`config.mk`:
```
export PLATFORM = sky130hd
export DESIGN_NAME = xbus_scheduler
export DESIGN_NICKNAME = d
export VERILOG_FILES = /design/src/rtl/xbus_scheduler.sv
export SDC_FILE = /design/constraint.sdc
export NUM_CORES = 1
export LEC_CHECK = 0
export CAP_MARGIN = 20
export CORE_UTILIZATION = 46
export DETAILED_ROUTE_END_ITERATION = 7
export PLACE_DENSITY = 0.94
export SETUP_SLACK_MARGIN = 0.3
export SLEW_MARGIN = 10
export SYNTH_ARGS = -nofsm -noshare
export SYNTH_HDL_FRONTEND = slang
export SYNTH_SLANG_ARGS = --single-unit
```
`constraint.sdc`:
```
create_clock -name clk -period 2.4 [get_ports clk]
set_input_delay 0.6 -clock clk [delete_from_list [all_inputs] [get_ports clk]]
set_output_delay 0.6 -clock clk [all_outputs]
set_load 0.05 [all_outputs]
```
`src/rtl/xbus_scheduler.sv`:
```
// X bus scheduler: round-robin burst arbitration of ifmap, filter and
// psum requesters onto one registered PE-array bus beat stage.
module xbus_scheduler #(
  parameter int DATA_WIDTH = 16,
  parameter int NUM_COL    = 4,
  parameter int BURST_LEN  = 4,
  localparam int TW = $clog2(NUM_COL)
) (
  input  logic                    clk,
  input  logic                    rstn,
  input  logic                    ifmap_valid,
  output logic                    ifmap_ready,
  input  logic [DATA_WIDTH-1:0]   ifmap_data,
  input  logic [TW-1:0]           ifmap_tag,
  input  logic                    fltr_valid,
  output logic                    fltr_ready,
  input  logic [DATA_WIDTH-1:0]   fltr_data,
  input  logic [TW-1:0]           fltr_tag,
  input  logic                    psum_valid,
  output logic                    psum_ready,
  input  logic [2*DATA_WIDTH-1:0] psum_data,
  input  logic [TW-1:0]           psum_tag,
  output logic                    bus_valid,
  output logic [1:0]              bus_type,
  output logic [2*DATA_WIDTH-1:0] bus_data,
  output logic [TW-1:0]           bus_tag,
  input  logic                    bus_ready,
  output logic [2:0][15:0]        beat_cnt
);

  localparam int BW = $clog2(BURST_LEN + 1);
  localparam int PW = 2 * DATA_WIDTH;

  typedef enum logic {IDLE, BUSY} state_t;

  state_t        state;
  logic [2:0]    owner;
  logic [2:0]    last;
  logic [2:0]    vld;
  logic [2:0]    win;
  logic [BW-1:0] burst;
  logic          free;
  logic          grant_on;
  logic          own_valid;
  logic          req_fire;
  logic          bus_fire;
  logic          burst_end;
  logic [1:0]    nxt_type;
  logic [PW-1:0] nxt_data;
  logic [TW-1:0] nxt_tag;

  assign vld       = {psum_valid, fltr_valid, ifmap_valid};
  assign free      = !bus_valid || bus_ready;
  assign grant_on  = (state == BUSY) && free;
  assign own_valid = |(owner & vld);
  assign req_fire  = grant_on && own_valid;
  assign bus_fire  = bus_valid && bus_ready;
  assign burst_end = burst == BW'(BURST_LEN - 1);

  assign ifmap_ready = grant_on && owner[0];
  assign fltr_ready  = grant_on && owner[1];
  assign psum_ready  = grant_on && owner[2];

  // search starts at the requester after the last owner
  always_comb begin
    win = 3'b000;
    unique case (1'b1)
      last[0]: win = vld[1] ? 3'b010 :
                     vld[2] ? 3'b100 : {2'b00, vld[0]};
      last[1]: win = vld[2] ? 3'b100 :
                     vld[0] ? 3'b001 : {1'b0, vld[1], 1'b0};
      default: win = vld[0] ? 3'b001 :
                     vld[1] ? 3'b010 : {vld[2], 2'b00};
    endcase
  end

  always_comb begin
    nxt_type = 2'd0;
    nxt_data = {{DATA_WIDTH{1'b0}}, ifmap_data};
    nxt_tag  = ifmap_tag;
    unique case (1'b1)
      owner[1]: begin
        nxt_type = 2'd1;
        nxt_data = {{DATA_WIDTH{1'b0}}, fltr_data};
        nxt_tag  = fltr_tag;
      end
      owner[2]: begin
        nxt_type = 2'd2;
        nxt_data = psum_data;
        nxt_tag  = psum_tag;
      end
      default: ;
    endcase
  end

  always_ff @(posedge clk or negedge rstn) begin
    if (!rstn) begin
      state <= IDLE;
      owner <= 3'b001;
      last  <= 3'b100;
      burst <= '0;
    end else begin
      case (state)
        IDLE: if (|vld) begin
          state <= BUSY;
          owner <= win;
          burst <= '0;
        end
        BUSY: if (grant_on) begin
          if (!own_valid || burst_end) begin
            state <= IDLE;
            last  <= owner;
            burst <= '0;
          end else begin
            burst <= burst + BW'(1);
          end
        end
      endcase
    end
  end

  always_ff @(posedge clk or negedge rstn) begin
    if (!rstn) begin
      bus_valid <= 1'b0;
      bus_type  <= 2'd0;
      bus_data  <= '0;
      bus_tag   <= '0;
    end else if (req_fire) begin
      bus_valid <= 1'b1;
      bus_type  <= nxt_type;
      bus_data  <= nxt_data;
      bus_tag   <= nxt_tag;
    end else if (bus_fire) begin
      bus_valid <= 1'b0;
    end
  end

  always_ff @(posedge clk or negedge rstn) begin
    if (!rstn) begin
      beat_cnt <= '0;
    end else if (bus_fire) begin
      case (bus_type)
        2'd0: beat_cnt[0] <= beat_cnt[0] + 16'd1;
        2'd1: beat_cnt[1] <= beat_cnt[1] + 16'd1;
        2'd2: beat_cnt[2] <= beat_cnt[2] + 16'd1;
        default: ;
      endcase
    end
  end

endmodule

```
==> results of run 1 <==
-- worst max-delay path, stage by stage --
cell and delay [ns]:
dlygate4sd2_1 0.25, or2b_4 0.28, and3_4 0.19, buf_6 0.15
-- synthesized netlist by cell type, types with 2 or more instances --
library cell  instances
clkbuf_1              6
nand3_1              39
xor2_1               10
buf_4                 3
nor2_1               29
buf_1                 2
and4_1                2
nand4b_1              2
o31ai_1               3
nor2b_1               2
a31oi_1              18
ha_1                  5
and4b_1               2
dfrtp_1              93
a32o_1                3
and2_1                2
nand4_1               7
and3_1               16
mux2_2                3
a22oi_1              18
nand2_1              77
inv_1                 5
xnor2_1              35
buf_6                 7
-- kinds of logic (layout without fill, tap and decap cells) --
kind of cell	count (synthesis)	count (layout)	share of synthesized area
simple gates	187	187	0.213
flops	94	94	0.553
compound gates	49	49	0.0829
xor+xnor	45	45	0.0926
buf+inv	24	202	0.0364
fa+ha+maj	5	5	0.0147
mux	3	3	0.00793
-- layer usage --
metal | up-vias | wire length [um]
li1 | 1768 | -
met1 | 1817 | 4430
met2 | 127 | 5750
met3 | 22 | 566
met4 | 0 | 243
met5 | - | 0
-- where the power goes --
| part | internal (uW) | switching (uW) |
|---|---|---|
| clock | 405 | 605 |
| sequential | 1960 | 327 |
| combinational | 993 | 2120 |
| total | 3360 | 3050 |
-- per-stage QoR --
step | util | hold slack [ns] | setup slack (ns)
detailed placement | 0.683 | 0.456 | 0.0248
floorplan | - | 0.304 | 0.390
global route | 0.695 | 0.214 | 0.302
global placement | 0.683 | 0.452 | 0.0575
CTS | 0.695 | 0.198 | 0.304
finish | 0.695 | 0.202 | 0.322
-- registers in the layout (all words and copies together) (netlist names) --
name / cells
beat_cnt: 48
burst: 3
bus_data: 32
bus_tag: 2
bus_type: 2
bus_valid: 1
last: 2
owner: 3
state: 1
-- worst min-delay path by stage --
stage	start	slack, ns	cells past startpoint	to
2_1_floorplan	rstn	0.30	0	beat_cnt[0]$_DFFE_PN0P_
3_3_place_gp	bus_data[29]$_DFFE_PN0P_	0.45	2	bus_data[29]$_DFFE_PN0P_
3_5_place_dp	bus_data[28]$_DFFE_PN0P_	0.46	2	bus_data[28]$_DFFE_PN0P_
4_1_cts	rstn	0.20	1	beat_cnt[35]$_DFFE_PN0P_
5_1_grt	rstn	0.21	1	beat_cnt[35]$_DFFE_PN0P_
6_report	rstn	0.20	1	beat_cnt[35]$_DFFE_PN0P_
-- final cells by class --
type / count / area share
clock inverters: 7 / 0.0102
flip-flops and latches: 94 / 0.383
multi-input cells: 289 / 0.288
inverters: 5 / 0.00305
repair buffers: 181 / 0.274
well taps: 108 / 0.0220
clock buffers: 9 / 0.0201
-- what timing repair did --
action                     CTS  global route
buffers inserted             0             0
hold buffers                 0             0
resized for setup           92             3
setup endpoints to repair   88             2
gates cloned                 0             0
==> impl_summary.log, run 1 <==
INFO  metric reg2regPathDepth = 4
INFO  metric globalRoute.busiestLayer = met2
INFO  metric drt_first_iter_violations = 210
INFO  metric critical_path.startpoint = bus_ready
INFO  metric global_route.usage.total = 0.240
INFO  metric tritoncts = yes
INFO  metric post-layout-total-power = 6410 uW
INFO  metric reg2reg_setup_slack = 0.69 ns
INFO  metric area_used_by_multi_input_combinational_logic = 1770 um^2
INFO  metric type_of_the_worst_min_delay_path = primary input to async pin
INFO  metric max-vdd-ir-drop = roughly 590 uV
INFO  metric rsz0062_at_grt = false
INFO  metric gp_congestion = 0.845
INFO  metric critical_path.reg2reg.startpoint = burst[0]$_DFFE_PN0P_
INFO  metric p_per_area = ~1000 nW/um^2
INFO  metric globalRoute.totalOverflow = 0
INFO  metric slew_limit_fails = 0
INFO  metric yosys_warnings = 0
INFO  metric max_freq = around 0.48 GHz
INFO  metric cts_root_buffer = clkbuf_8
INFO  metric dp_hpwl = 8.34 mm
INFO  metric final_common_cell = dfrtp_1
INFO  metric htree_num_levels = 3
INFO  metric setup_viol = 0
INFO  metric synthTopCellsByArea = dfrtp_1 (55%), xnor2_1 (7.2%), nand2_1 (6.8%)
INFO  metric worst_tran_pin_value = 0.706 ns
INFO  metric final.setup_skew = 0.0128 ns
INFO  metric num_vias = 3734
INFO  metric ff_latch_area = 2360 um^2
INFO  metric num-nets-final = ~660
INFO  metric number_of_synthesized_flops_with_an_enable_pin = 0
INFO  metric endpoint_kind = output port
INFO  metric chipWidth = 98.2 um
INFO  metric insertedDiodeCount = 0
INFO  metric synth_cells = ~410
INFO  metric clock-sinks = 94
INFO  metric via_count_of_the_first_global_routing_pass = roughly 3700
INFO  metric core = between 8000 and 9000 um^2
INFO  metric detail-route-antenna-nets = 0
INFO  metric clk_pin_slew = roughly 0.11 ns
INFO  metric asyncSetResetFlopFracSynth = 1.00
INFO  metric yosys_most_used_dff = dfrtp_1
INFO  metric final_cell_count_no_fill = 693
INFO  metric post_synth_num_cell_types = 42
INFO  metric hold_viol_final = 0
INFO  metric violated_checks = DRC
INFO  metric seq_total_area_yosys = 0.553
INFO  metric most_used_cells_in_the_layout_excluding_fill_and_tap_cells = dfrtp_1 (91), dlygate4sd2_1 (86), nand2_1 (77)
INFO  metric die_y = just under 100 um
INFO  metric dpl_cell_area = 6040 um^2
INFO  metric worst_setup_path_endpoint = psum_ready
INFO  metric timing.critical_path.from_type = primary input
INFO  metric synth.net_count = 488
INFO  metric die_area = 9650 um^2
INFO  metric dpl.cell_count = 677
INFO  metric number_of_detailed_route_iterations_in_the_first_pass = 8
INFO  metric timing.rr.end = last[0]$_DFFE_PN0P_
INFO  metric timing.setup.tns = 0 ns
INFO  metric cts_inserted_buffers = 9
INFO  metric ys_seq_elements = 94
INFO  metric clock_insertion_delay_worst_skew = 0.35 ns
INFO  metric globalRouteMet1Util = 0.303
INFO  metric io-pin-count = 164
INFO  metric finalWirelength = 11.0 mm
INFO  metric area.growth.synth_to_final = 44.5%
INFO  metric largest_net_degree_at_the_start_of_global_routing = 55
INFO  metric yosys.area.top_type = dfrtp_1
INFO  metric data_required_time_of_the_critical_path = 1.80 ns
INFO  metric vias_per_cell = roughly 5.4
INFO  metric cp.arrival = 1.48 ns
INFO  metric grt_pass1_wl = approximately 18 mm
INFO  metric post_drt_wl_per_cell = 15.9 um
INFO  metric final_layout_size_suffix_gt1_frac = 0.0906
INFO  metric timing_worst_setup_path_type = primary input to output port
INFO  metric global_route.usage.met2 = 0.412
INFO  metric max-clock-path-buffers = 2
INFO  metric port_buffers = between 150 and 200
INFO  metric critical_path_peak_fanout = 4
INFO  metric synth_top_area_frac = 0.547
INFO  metric row_count = 34
INFO  metric max_slew_margin = 0.529
INFO  metric max_cap_violations = 0
INFO  metric synthesis.area_per_instance = ~10 um^2
INFO  metric period_share = 0.866
INFO  metric fillers = 695
INFO  metric detail_route.drc_violations = 8
INFO  metric antenna_found_initial = 0
INFO  metric netlist_area = roughly 4300 um^2
INFO  metric start_util = 0.481
INFO  metric status = finished with violations
INFO  metric min_period = ~2.1 ns
INFO  metric static-leakage-power = 0.00309 uW
INFO  metric globalRouteMet3Util = 0.0408
INFO  metric stdcell_area = 6150 um^2
(Power assumes the default switching activity.)
==> run 2, diff against run 1 <==
--- a/config.mk
+++ b/config.mk
@@ -6,9 +6,10 @@
 export NUM_CORES = 1
 export LEC_CHECK = 0
 export CAP_MARGIN = 20
-export CORE_UTILIZATION = 46
+export CORE_ASPECT_RATIO = 1.5
+export CORE_UTILIZATION = 44
 export DETAILED_ROUTE_END_ITERATION = 7
-export PLACE_DENSITY = 0.94
+export PLACE_DENSITY = 0.91
 export SETUP_SLACK_MARGIN = 0.3
 export SLEW_MARGIN = 10
 export SYNTH_ARGS = -nofsm -noshare
==> constraint.sdc (replaced) <==
create_clock -name clk -period 2.35 [get_ports clk]
set_input_delay 0.5875 -clock clk [delete_from_list [all_inputs] [get_ports clk]]
set_output_delay 0.5875 -clock clk [all_outputs]
set_load 0.05 [all_outputs]
==> run 2 against run 1 <==
Against the previous run: the flow now finishes without violations; die area rose by 4.5%; critical path type unchanged; flip-flop and latch count did not move; largest power group unchanged; utilization fell by 1.8 points; sequential power rose by 2%; final cell count rose by 0.87%; critical endpoint is now fltr_ready; worst setup slack improved by 0.034 ns; clock skew fell by 0.0076 ns; clock-buffer cell count rose by 4; sequential share of layout area fell by 0.92 points; first-iteration DRC count fell by 38%; critical path depth did not move; via count rose by 0.91%.
==> impl_summary.log, run 2 (synthesized netlist as in run 1, its figures left out) <==
INFO  metric status = finished clean
INFO  metric setup_viol = 0 (unchanged)
INFO  metric detail-route-antenna-nets = 0 (unchanged)
INFO  metric slowest_delay = 0.29 ns (about the same)
INFO  metric critical_path_buf_inv_count = 2 (unchanged)
INFO  metric grt_pass1_wl = 18.1 mm (-1.7%)
INFO  metric htree_num_levels = 3 (unchanged)
INFO  metric met2_wirelength = 6.03 mm (+4.8%)
INFO  metric static-leakage-power = 0.00315 uW (+2.1%)
INFO  metric hold_ws = 0.168 ns (-0.0338 ns)
INFO  metric final_cell_count_no_fill = 699 (+0.87%)
INFO  metric die_area = 10100 um^2 (+4.5%)
INFO  metric insertedDiodeCount = 0 (unchanged)
INFO  metric core = 9310 um^2 (+5.2%)
INFO  metric final_layout_size_suffix_gt1_frac = 0.0886 (-0.00201)
INFO  metric layout.core_utilization = 0.677 (-0.0183)
INFO  metric critical_path_peak_fanout = 6 (+2)
INFO  metric dp_worst_setup_slack = -0.00147 ns (-0.0263 ns)
INFO  metric timing.critical_path.from_type = primary input
INFO  metric power.share.clock = 0.208 (+0.050)
INFO  metric timing_worst_setup_path_type = primary input to output port
INFO  metric endpoint_kind = output port
INFO  metric largest_register_ff_count = 48 (unchanged)
INFO  metric max-clock-path-buffers = 2 (unchanged)
INFO  metric power.net_switching = 3080 uW (+0.86%)
INFO  metric max-vdd-ir-drop = 794 uV (+34%)
INFO  metric post_drt_wl_per_cell = 15.8 um (about the same)
INFO  metric min_period = ~2.0 ns
INFO  metric max_freq = 0.502 GHz
INFO  metric antenna_found_initial = 0 (unchanged)
INFO  metric max_cap_violations = 0 (unchanged)
INFO  metric critical-path-top-delay-family = simple AND/OR/NAND/NOR gates
INFO  metric port_buffers = 163 (unchanged)
INFO  metric clk_pin_slew = 0.06 ns (-0.05 ns)
INFO  metric type_of_the_worst_min_delay_path = primary input to async pin
INFO  metric crit_chain = clkdlybuf4s15_1 > or2b_4 > and3_4 > buf_8
INFO  metric post-layout-total-power = 7010 uW (+9.3%)
INFO  metric number_of_detailed_route_iterations_in_the_first_pass = 4 (-4)
INFO  metric drt_first_iter_violations = 130 (-38%)
INFO  metric final_common_cell = dfrtp_1
INFO  metric num-nets-final = 663 (+0.30%)
INFO  metric pwr-share-comb = 0.458 (-0.027)
INFO  metric cts_inserted_buffers = 9 (unchanged)
INFO  metric num_vias = 3768 (+0.91%)
INFO  metric final.setup_skew = 0.00524 ns (-0.00758 ns)
INFO  metric global_route.usage.total = 0.234 (-0.00618)
INFO  metric seqPwrFrac = 0.334 (-0.023)
INFO  metric cts_root_buffer = clkbuf_16
INFO  metric topRoutingLayerUsed = met4
INFO  metric worst_tran_pin_value = 0.751 ns (+0.0444 ns)
INFO  metric cpMaxStageDelayCell = or2b_4
INFO  metric data_required_time_of_the_critical_path = 1.76 ns (-0.04 ns)
INFO  metric clock-sinks = 94 (unchanged)
INFO  metric via_count_of_the_first_global_routing_pass = 3889 (+3.7%)
INFO  metric holdBufCountCts = 0 (unchanged)
INFO  metric rsz0062_at_grt = false
INFO  metric die_y = 122 um (+25%)
INFO  metric vias_per_cell = 5.39 (about the same)
INFO  metric power_report.internal_total = 3930 uW (+17%)
INFO  metric max_slew_margin = 0.499 (-0.0296)
INFO  metric setup_slack = 0.356 ns (+0.0340 ns)
INFO  metric dp_hpwl = 8.48 mm (+1.7%)
INFO  metric hold_viol_final = 0 (unchanged)
INFO  metric cp.arrival = 1.41 ns (-0.07 ns)
INFO  metric row_count = 43 (+26%)
INFO  metric chipWidth = 82.3 um (-16%)
INFO  metric biggestRegsByFlops = beat_cnt (48), bus_data (32)
INFO  metric globalRoute.totalOverflow = 0 (unchanged)
INFO  metric p_per_area = 1110 nW/um^2 (+6.7%)
INFO  metric area.growth.synth_to_final = 48.0%
INFO  metric fillers = 733 (+5.5%)
INFO  metric start_util = 0.457 (-0.0237)
INFO  metric io-pin-count = 164 (unchanged)
INFO  metric routed-wl-met3 = 652 um (+15%)
INFO  metric gp_congestion = 0.785 (-7.0%)
INFO  metric most_used_cells_in_the_layout_excluding_fill_and_tap_cells = dfrtp_1 (92), dlygate4sd2_1 (85), nand2_1 (77)
INFO  metric registers.top_by_ff_count = beat_cnt
INFO  metric netSwitchingFraction = 0.439 (-0.0366)
INFO  metric detail_route.drc_violations = 0 (-8)
INFO  metric finalWirelength = 11.1 mm (+0.80%)
INFO  metric slew_limit_fails = 0 (unchanged)
INFO  metric period_share = 0.848
INFO  metric dpl.cell_count = 682 (+0.74%)
INFO  metric tritoncts = yes
INFO  metric largest_net_degree_at_the_start_of_global_routing = 46 (-16%)
INFO  metric routedLengthMet1 = 4.03 mm (-9.0%)
INFO  metric clock_insertion_delay_worst_skew = 0.33 ns (-0.02 ns)
==> run 2: cell types whose count changed in the layout (fill, tap and decap cells not counted), moves of 3 or more <==
cell | before | now
buf_6 | 3 | 0
inv_6 | 4 | 0
buf_8 | 0 | 3
clkbuf_8 | 9 | 2
clkbuf_16 | 0 | 9
==> run 2: path summary, 6_finish.rpt <==
check,slack (ns),depth (start not counted),to,start
worst max-delay path,0.36,4,fltr_ready,bus_ready
worst min-delay path,0.17,1,bus_data[25]$_DFFE_PN0P_,rstn
worst max register to register,0.59,4,bus_data[6]$_DFFE_PN0P_,owner[1]$_DFFE_PN0P_
worst min register to register,0.46,2,bus_data[29]$_DFFE_PN0P_,bus_data[29]$_DFFE_PN0P_
max in group asynchronous,1.50,2,owner[0]$_DFFE_PN1P_,rstn
min in group clk,0.46,2,bus_data[29]$_DFFE_PN0P_,bus_data[29]$_DFFE_PN0P_
==> run 2: routing by layer <==
metal | vias to the layer above | track usage
met4 | 0 | 0.0998
met1 | 1835 | 0.253
met2 | 138 | 0.419
met3 | 31 | 0.0602
met5 | - | 0
li1 | 1764 | -
==> run 2: timing repair <==
item,CTS,global route
pin swaps,0,1
setup endpoints to repair,88,3
setup buffers,0,1
resized for setup,94,4
==> run 2: per-stage QoR <==
stage	area, um^2	TNS [ns]
after floorplan	4260	0
after detailed placement	6060	-0.00147
after CTS	6280	0
after global routing	6300	0
after global placement	6060	0
final	6300	0
==> run 2: power by group through the flow <==
| stage | clock network (uW) | logic [uW] | registers (uW) |
|---|---|---|---|
| 2_1_floorplan | 0 | 1200 | 3380 |
| 3_3_place_gp | 0 | 3280 | 2340 |
| 3_5_place_dp | 0 | 3370 | 2370 |
| 4_1_cts | 1480 | 3200 | 2330 |
| 5_1_grt | 1550 | 3450 | 2390 |
| 6_report | 1460 | 3210 | 2340 |
==> run 2: final cells by class <==
| cell class | count | area [um^2] | share of cell area |
|---|---|---|---|
| flip-flops and latches | 94 | 2350 | 0.374 |
| multi-input cells | 289 | 1770 | 0.281 |
| repair buffers | 183 | 1710 | 0.272 |
| clock buffers | 13 | 260 | 0.0413 |
| well taps | 112 | 140 | 0.0222 |
| clock inverters | 3 | 43.8 | 0.00695 |
| inverters | 5 | 18.8 | 0.00298 |
==> run 2: worst reg2reg max path, cell delays in order (launching register included) <==
cell,delay (ns)
dfrtp_1,0.45
buf_4,0.24
nor2_2,0.59
nand2_1,0.17
a31oi_1,0.23
==> run 3, diff against run 2 <==
--- a/config.mk
+++ b/config.mk
@@ -7,9 +7,9 @@
 export LEC_CHECK = 0
 export CAP_MARGIN = 20
 export CORE_ASPECT_RATIO = 1.5
-export CORE_UTILIZATION = 44
+export CORE_UTILIZATION = 40
 export DETAILED_ROUTE_END_ITERATION = 7
-export PLACE_DENSITY = 0.91
+export PLACE_DENSITY = 0.88
 export SETUP_SLACK_MARGIN = 0.3
 export SLEW_MARGIN = 10
 export SYNTH_ARGS = -nofsm -noshare
==> constraint.sdc (replaced) <==
create_clock -name clk -period 1.8 [get_ports clk]
set_input_delay 0.45 -clock clk [delete_from_list [all_inputs] [get_ports clk]]
set_output_delay 0.45 -clock clk [all_outputs]
set_load 0.05 [all_outputs]
==> run 3 against run 2 <==
Against the previous run: worst setup slack worse by 0.34 ns; clock skew rose by 0.0025 ns; global-route usage down 0.13 points; critical path depth decreased by 1; register-to-register slack worse by 0.54 ns; clock-buffer cell count is 2 lower; non-clock buffer count up 34; sequential power increased by 36%; clock power is 40% higher; die area increased by 9.8%.
==> impl_summary.log, run 3 (synthesized netlist as in run 1, its figures left out) <==
INFO  metric gp_congestion = 0.813 (+3.5%)
INFO  metric power_report.internal_total = 6630 uW (+69%)
INFO  metric type_of_the_worst_min_delay_path = primary input to async pin
INFO  metric cts_root_buffer = clkbuf_16
INFO  metric tritoncts = yes
INFO  metric num_vias = 3977 (+5.5%)
INFO  metric power.share.clock = 0.177 (-0.031)
INFO  metric dp_worst_setup_slack = -0.262 ns (-0.261 ns)
INFO  metric largest_net_degree_at_the_start_of_global_routing = 44 (-4.3%)
INFO  metric static-leakage-power = 0.00330 uW (+4.9%)
INFO  metric dp_hpwl = 8.30 mm (-2.0%)
INFO  metric cp.arrival = 1.34 ns (-0.07 ns)
INFO  metric setup_slack = 0.0127 ns (-0.344 ns)
INFO  metric worst_tran_pin_value = 0.502 ns (-0.249 ns)
INFO  metric core = 10200 um^2 (+10%)
INFO  metric setup_viol = 0 (unchanged)
INFO  metric most_used_cells_in_the_layout_excluding_fill_and_tap_cells = buf_4 (110), clkdlybuf4s50_1 (70), dfrtp_1 (66)
INFO  metric holdBufCountCts = 0 (unchanged)
INFO  metric max_slew_margin = 0.665 (+0.166)
INFO  metric finalWirelength = 13.1 mm (+19%)
INFO  metric clk_pin_slew = 0.07 ns (about the same)
INFO  metric start_util = 0.416 (-0.0419)
INFO  metric registers.top_by_ff_count = beat_cnt
INFO  metric chipWidth = 86.2 um (+4.8%)
INFO  metric io-pin-count = 164 (unchanged)
INFO  metric number_of_detailed_route_iterations_in_the_first_pass = 4 (unchanged)
INFO  metric stdcell_area = 7290 um^2 (+16%)
INFO  metric slowest_delay = 0.36 ns (+0.07 ns)
INFO  metric vias_per_cell = 5.22 (-3.2%)
INFO  metric pwr-share-comb = 0.546 (+0.088)
INFO  metric crit_chain = or2b_4 > and3_4 > buf_12
INFO  metric max-vdd-ir-drop = 1100 uV (+39%)
INFO  metric min_period = 1.79 ns
INFO  metric critical_path_peak_fanout = 4 (-2)
INFO  metric final_common_cell = buf_4
INFO  metric p_per_area = 1580 nW/um^2 (+42%)
INFO  metric netSwitchingFraction = 0.425 (-0.0143)
INFO  metric max-clock-path-buffers = 2 (unchanged)
INFO  metric die_y = 128 um (+4.8%)
INFO  metric area.growth.synth_to_final = 71.2%
INFO  metric seqPwrFrac = 0.277 (-0.057)
INFO  metric die_area = 11100 um^2 (+9.8%)
INFO  metric drt_first_iter_violations = 179 (+38%)
INFO  metric clock_insertion_delay_worst_skew = 0.34 ns (about the same)
INFO  metric global_route.usage.total = 0.232 (-0.00134)
INFO  metric status = finished clean
INFO  metric max_cap_violations = 0 (unchanged)
INFO  metric globalRoute.totalOverflow = 0 (unchanged)
INFO  metric rsz0062_at_grt = true
INFO  metric slew_limit_fails = 0 (unchanged)
INFO  metric row_count = 45 (+4.7%)
INFO  metric post_drt_wl_per_cell = 17.2 um (+8.8%)
INFO  metric cpMaxStageDelayCell = dfrtp_2
INFO  metric dpl_cell_area = 6130 um^2 (+1.3%)
INFO  metric cp.depth = 3 (-1)
INFO  metric post-layout-total-power = 11500 uW (+64%)
INFO  metric critical_path_buf_inv_count = 1 (-1)
INFO  metric max_freq = 0.560 GHz
INFO  metric biggestRegsByFlops = beat_cnt (48), bus_data (32)
INFO  metric timing_worst_setup_path_type = flop to output port
INFO  metric hold_viol_final = 0 (unchanged)
INFO  metric insertedDiodeCount = 0 (unchanged)
INFO  metric grt_pass1_wl = 20.0 mm (+11%)
INFO  metric period_share = 0.993
INFO  metric final_layout_size_suffix_gt1_frac = 0.436 (+0.348)
INFO  metric largest_register_ff_count = 48 (unchanged)
INFO  metric endpoint_kind = output port
INFO  metric detail_route.drc_violations = 0 (unchanged)
INFO  metric clock-sinks = 94 (unchanged)
INFO  metric htree_num_levels = 3 (unchanged)
INFO  metric timing.critical_path.from_type = flop
INFO  metric reg2regPathDepth = 8 (+4)
INFO  metric cts_inserted_buffers = 9 (unchanged)
INFO  metric antenna_found_initial = 0 (unchanged)
INFO  metric data_required_time_of_the_critical_path = 1.35 ns (-0.41 ns)
INFO  metric port_buffers = 163 (unchanged)
INFO  metric final.setup_skew = 0.00779 ns (+0.00254 ns)
INFO  metric num-nets-final = 697 (+5.1%)
INFO  metric via_count_of_the_first_global_routing_pass = 4135 (+6.3%)
INFO  metric critical-path-top-delay-family = simple AND/OR/NAND/NOR gates
INFO  metric power.net_switching = 4890 uW (+59%)
INFO  metric detail-route-antenna-nets = 0 (unchanged)
run 3: final timing paths:
kind	start	slack, ns	to
worst max-delay path	bus_valid$_DFFE_PN0P_	0.01	fltr_ready
worst min-delay path	rstn	0.03	beat_cnt[6]$_DFFE_PN0P_
worst max register to register	owner[0]$_DFFE_PN1P_	0.05	bus_data[14]$_DFFE_PN0P_
worst min register to register	beat_cnt[22]$_DFFE_PN0P_	0.49	beat_cnt[22]$_DFFE_PN0P_
max in group asynchronous	rstn	1.20	beat_cnt[39]$_DFFE_PN0P_
min in group clk	beat_cnt[22]$_DFFE_PN0P_	0.49	beat_cnt[22]$_DFFE_PN0P_
run 3: cell type report:
cell class	count	area, um^2
multi-input combinational	289	2190
inverter	5	18.8
timing repair buffer	217	2200
tap	141	176
clock inverter	5	83.8
fill	712	2960
clock buffer	11	233
sequential	94	2390
run 3: timing repair:
action | CTS | global route
gates resized for setup | 46 | 62
cloned | 9 | 1
pin swaps | 26 | 22
endpoints found under the hold margin | 0 | 0
endpoints found under the setup margin | 82 | 59
buffers inserted | 17 | 5
run 3: through the flow:
step	setup TNS (ns)	std cells	hold slack, ns	util
floorplan	0	407	0.154	-
global placement	-11.40	714	0.394	0.599
detailed placement	-15.13	714	0.400	0.599
CTS	0	756	0.0360	0.679
global route	-0.504	762	0.0510	0.711
finish	0	762	0.0284	0.711
run 3: metal layers:
metal	vias up	wire length [um]	track usage
li1	1838	-	-
met1	1951	4960	0.270
met2	149	7040	0.417
met3	39	640	0.0417
met4	0	494	0.0980
met5	-	0	0
run 3: power groups by stage:
| stage | Clock [uW] | Combinational [uW] | Sequential [uW] |
|---|---|---|---|
| 6_report | 2040 | 6290 | 3190 |
| 5_1_grt | 2160 | 6630 | 3250 |
| 4_1_cts | 2070 | 5740 | 3100 |
| 3_5_place_dp | 0 | 4550 | 3130 |
| 3_3_place_gp | 0 | 4440 | 3090 |
| 2_1_floorplan | 0 | 1690 | 4460 |
